## src/rtl/mux8_rr_arbiter.sv

```systemverilog
// Round-robin arbiter sharing one 8:1 bit mux among 8 requesters.
// Grant tenure is bounded by HOLD_MAX so that no requester can starve the others.
//
// Ports:
//   clk     - clock; all state updates on the rising edge
//   rst     - synchronous active-high reset
//   req     - request lines; req[i] high = requester i wants the mux
//   in      - mux data inputs; in[i] belongs to requester i
//   gnt     - registered one-hot grant; all-zero when idle
//   sel     - registered mux select (index of the granted requester)
//   busy    - registered; high while a grant is active
//   out     - in[sel] while busy, else 0 (combinational from registered sel/busy)
//   tenure  - registered 0-based count of cycles the current owner has held the grant
module mux8_rr_arbiter #(
    parameter int unsigned HOLD_MAX = 4
) (
    input  logic       clk,
    input  logic       rst,
    input  logic [7:0] req,
    input  logic [7:0] in,
    output logic [7:0] gnt,
    output logic [2:0] sel,
    output logic       busy,
    output logic       out,
    output logic [7:0] tenure
);

    localparam int unsigned NREQ  = 8;
    localparam int unsigned SEL_W = 3;
    localparam int unsigned TEN_W = 8;
    localparam logic [TEN_W-1:0] TEN_LAST = TEN_W'(HOLD_MAX - 1);

    typedef enum logic {
        IDLE,
        GRANT
    } state_t;

    state_t             state_q, state_d;
    logic [NREQ-1:0]    gnt_q, gnt_d;
    logic [SEL_W-1:0]   sel_q, sel_d;
    logic [SEL_W-1:0]   ptr_q, ptr_d;
    logic               busy_q, busy_d;
    logic [TEN_W-1:0]   tenure_q, tenure_d;

    logic [SEL_W:0]     pick_idle;
    logic [SEL_W:0]     pick_rel;
    logic [SEL_W-1:0]   rel_ptr;

    // Returns {found, index} of the first set bit of r scanning from p upward, wrapping.
    function automatic logic [SEL_W:0] rr_pick(input logic [NREQ-1:0] r,
                                               input logic [SEL_W-1:0] p);
        logic [SEL_W:0]   res;
        logic [SEL_W-1:0] idx;
        res = '0;
        // Scan farthest-first so the closest hit to p overwrites the others.
        for (int k = NREQ - 1; k >= 0; k--) begin
            idx = p + SEL_W'(k);
            if (r[idx]) begin
                res = {1'b1, idx};
            end
        end
        return res;
    endfunction

    // Arbitration from the current pointer (IDLE) and from the post-release pointer.
    always_comb begin
        rel_ptr   = sel_q + SEL_W'(1);
        pick_idle = rr_pick(req, ptr_q);
        pick_rel  = rr_pick(req, rel_ptr);
    end

    // Next-state and next-output logic.
    always_comb begin
        state_d  = state_q;
        gnt_d    = gnt_q;
        sel_d    = sel_q;
        ptr_d    = ptr_q;
        busy_d   = busy_q;
        tenure_d = tenure_q;

        case (state_q)
            IDLE: begin
                if (pick_idle[SEL_W]) begin
                    gnt_d    = NREQ'(1) << pick_idle[SEL_W-1:0];
                    sel_d    = pick_idle[SEL_W-1:0];
                    busy_d   = 1'b1;
                    tenure_d = '0;
                    state_d  = GRANT;
                end
            end
            GRANT: begin
                if (req[sel_q] && (tenure_q < TEN_LAST)) begin
                    tenure_d = tenure_q + TEN_W'(1);
                end else begin
                    // Release or timeout: owner drops to lowest priority, hand over with no bubble.
                    ptr_d    = rel_ptr;
                    tenure_d = '0;
                    if (pick_rel[SEL_W]) begin
                        gnt_d = NREQ'(1) << pick_rel[SEL_W-1:0];
                        sel_d = pick_rel[SEL_W-1:0];
                    end else begin
                        gnt_d   = '0;
                        busy_d  = 1'b0;
                        state_d = IDLE;
                    end
                end
            end
            default: begin
                state_d = IDLE;
            end
        endcase
    end

    // State register with synchronous reset.
    always_ff @(posedge clk) begin
        if (rst) begin
            state_q  <= IDLE;
            gnt_q    <= '0;
            sel_q    <= '0;
            ptr_q    <= '0;
            busy_q   <= 1'b0;
            tenure_q <= '0;
        end else begin
            state_q  <= state_d;
            gnt_q    <= gnt_d;
            sel_q    <= sel_d;
            ptr_q    <= ptr_d;
            busy_q   <= busy_d;
            tenure_q <= tenure_d;
        end
    end

    assign gnt    = gnt_q;
    assign sel    = sel_q;
    assign busy   = busy_q;
    assign tenure = tenure_q;
    assign out    = busy_q ? in[sel_q] : 1'b0;

endmodule

```

## config.mk

```make
export PLATFORM = sky130hd
export DESIGN_NAME = mux8_rr_arbiter
export DESIGN_NICKNAME = d
export VERILOG_FILES = /design/src/rtl/mux8_rr_arbiter.sv
export SDC_FILE = /design/constraint.sdc
export NUM_CORES = 1
export LEC_CHECK = 0
export CORE_MARGIN = 2
export CORE_UTILIZATION = 57
export DETAILED_ROUTE_END_ITERATION = 16
export PLACE_DENSITY = 0.85
export SLEW_MARGIN = 30
export SYNTH_ARGS = -nofsm -noshare
export SYNTH_HDL_FRONTEND = slang
export SYNTH_SLANG_ARGS = --single-unit
```

## constraint.sdc

```tcl
create_clock -name clk -period 4.9 [get_ports clk]
set_input_delay 0.98 -clock clk [delete_from_list [all_inputs] [get_ports clk]]
set_output_delay 0.98 -clock clk [all_outputs]
set_load 0.02 [all_outputs]
```

==> impl_metrics.json <==
{
  "max-slew-margin-rel_pct": 40.8,
  "start_util_pct": 59.2,
  "drv_cap": 0,
  "yosysSeqAreaShare_pct": 15.9,
  "synth_edf_count": 0,
  "swShare_pct": 51.2,
  "irDropWorstVdd_mv": 0.367,
  "rsz0062_at_grt": "no",
  "die_w_um": 76.8,
  "holdCritPathClass": "register to register",
  "postCtsSetupBuffers": 0,
  "finalSetupTns_ps": 0,
  "antenna_found_initial": 0,
  "num-nets-final": 373,
  "worst_path_largest_cell_delay_ps": 740,
  "p_total_mw": 2.73,
  "boundaryPins": 39,
  "dieArea_um2": 5900,
  "ys_warn_count": 0,
  "vias_per_cell": 6.79,
  "powerDensity_nw_per_um2": 791,
  "critPathRequiredTime_ps": 5060,
  "period_needed_ps": 3910,
  "synthesis.nets": 354,
  "p_leak_nw": 1.25,
  "first_global_vias": 2679,
  "path_cells": "clkdlybuf4s50_1 -> mux4_1 -> mux2_2 -> nor4_2 -> and3_1 -> nand2b_1 -> nand3b_1 -> nor2b_1 -> a211o_1",
  "hold_buffers": 0,
  "critPathLaunchType": "input port",
  "switching_power_mw": 1.40,
  "htree_levels": 1,
  "synth.distinct_cells": 68,
  "cts_buffers": 3,
  "dp_hpwl_um": 5780,
  "cts_tree": "done",
  "synth_async_sr_flop_share_pct": 0,
  "max_freq_mhz": 256,
  "crit_fanout": 14,
  "end_kind": "register",
  "place.gp.congestion": 0.915,
  "drt_iter0_drc": 297,
  "clock-sinks": 24,
  "areaGrowthSynthToFinish_pct": 14.3,
  "syn-instance-count": 331,
  "syn_area_um2": 3020,
  "arrival_ps": 4080,
  "wirelength_um": 7850,
  "die_h_um": 76.8,
  "hp-start": "gnt[4]",
  "port_buffers": 38,
  "avgSynthCellArea_um2": 9.13,
  "gr-total-overflow": 0,
  "path_class": "input port to register",
  "clock_skew_ps": 5.64,
  "firstDrtPassIters": 5,
  "track_usage_pct": 26.7,
  "clock_latency_ps": 270,
  "dpl-instance-area_um2": 3380,
  "intPower_mw": 1.33,
  "pwr-share-comb_pct": 82.6,
  "drc": 0,
  "final_area_um2": 3450,
  "dp_worst_setup_slack_ps": 733,
  "fin_crit_sh_pct": 79.9,
  "num_rows": 26,
  "clkPwrFrac_pct": 6.3,
  "fin_ws_ps": 987,
  "n_antenna_cell": 0,
  "fillers": 398,
  "clkTransAtPathRegs_ps": 80,
  "cts_resized": 0,
  "slowest_stage": "mux4_1",
  "drv_slew": 0,
  "wl_per_cell_um": 18.7,
  "status": "finished, final reports clean",
  "startpoint": "req[4]",
  "grt_first_pass_wirelength_um": 13000,
  "grt_max_degree": 30,
  "vias": 2847,
  "worstMarginPinSlew_ps": 885,
  "reg2reg_from": "sel[1]",
  "drive_gt1_share_pct": 17.2,
  "coreArea_um2": 5110,
  "worst-r2r-setup-slack_ps": 1120,
  "ys_ff_latch": 24,
  "p_seq_share_pct": 11.1,
  "clock_path_buffers": 2,
  "setup_viol": 0,
  "ys.flop_type": "dfxtp_1",
  "cts_root_buffer": "clkbuf_8",
  "final_antenna_net_count": 0,
  "hold_viol_final": 0
}
## metrics by stage
| step | hold WS [ps] | std cells | utilization [%] |
|---|---|---|---|
| after floorplan | 550 | 331 | - |
| after global placement | 438 | 415 | 66.2 |
| after detailed placement | 443 | 415 | 66.2 |
| after CTS | 464 | 419 | 67.6 |
| after global routing | 481 | 419 | 67.6 |
| final | 463 | 419 | 67.6 |
## routing by layer
metal  up-vias  routed length [um]  global-route usage [%]
met5         -                   0                       0
met4         0                 204                    7.45
met3        22                 544                    4.24
met2       129                3830                    44.9
met1      1365                3270                    35.6
li1       1331                   -                       -
## flip-flops by register name, indices dropped and copies added (netlist names)
| register | flops |
|---|---|
| sel | 3 |
| state_q | 1 |
| tenure | 8 |
| ptr_q | 3 |
| busy | 1 |
| gnt | 8 |
## power by group through the flow
stage               registers, mW  logic, mW  clock network [mW]
detailed placement          0.307       2.20                   0
global placement            0.306       2.15                   0
CTS                         0.302       2.21               0.172
global route                0.310       2.43               0.183
floorplan                   0.326       1.75                   0
finish                      0.304       2.26               0.171
## cells by family after synthesis
group                    after synthesis  synth area share, %
multiplexers                          57                 31.5
buffers and inverters                 40                 5.92
XOR/XNOR                              11                 4.10
adder cells (fa/ha/maj)                5                 2.07
flip-flops                            24                 15.9
AO/OA/AOI/OAI                         93                 23.2
AND/OR/NAND/NOR                      101                 17.3
## path summary, 6_finish.rpt
| check | to | depth (start not counted) |
|---|---|---|
| min reg2reg | gnt[4] | 1 |
| max | gnt[6] | 9 |
| min | gnt[4] | 1 |
| max reg2reg | gnt[6] | 9 |
## cell type report
cell class,count,area (um2),area share [%]
clock buffer,3,41.3,1.20
clock inverter,1,30.0,0.869
inverter,13,48.8,1.41
multi-input combinational,267,2360,68.4
sequential,24,480,13.9
tap,70,87.6,2.54
timing repair buffer,41,403,11.7
## cells in the final DEF, fill, tap and decap left out, drive strengths merged, types with 6 or more instances in the layout
master	instances
clkdlybuf4s50	38
mux2	13
nor3	9
o21ai	10
mux2i	17
mux4	27
a21oi	18
nor2	23
nand2	24
o211ai	6
dfxtp	24
and3	8
a211oi	6
inv	12
a31oi	8
## Yosys cell counts (5+ instances only)
cell type	count	area, um2
clkbuf_1	11	41.3
mux2_2	12	135
a211oi_1	6	45.0
nand2b_1	5	31.3
nor2_1	23	86.3
mux2i_1	16	160
and2_1	5	31.3
ha_1	5	62.6
a21oi_1	18	90.1
and3_1	8	50.1
o211ai_1	6	45.0
mux4_2	24	541
dfxtp_1	24	480
o21ai_0	6	30.0
nor3_1	9	45.0
buf_2	14	70.1
a31oi_1	8	50.1
nor2b_1	5	31.3
nand2_1	23	86.3
inv_1	12	45.0
xor2_1	5	43.8
## critical path: cells and delay by family
kind	cells	cell delay (ps)
multiplexers	2	1110
AND/OR/NAND/NOR	5	1160
buffers and inverters	1	600
AO/OA/AOI/OAI	1	220
Power figures use the tool's default switching activity.
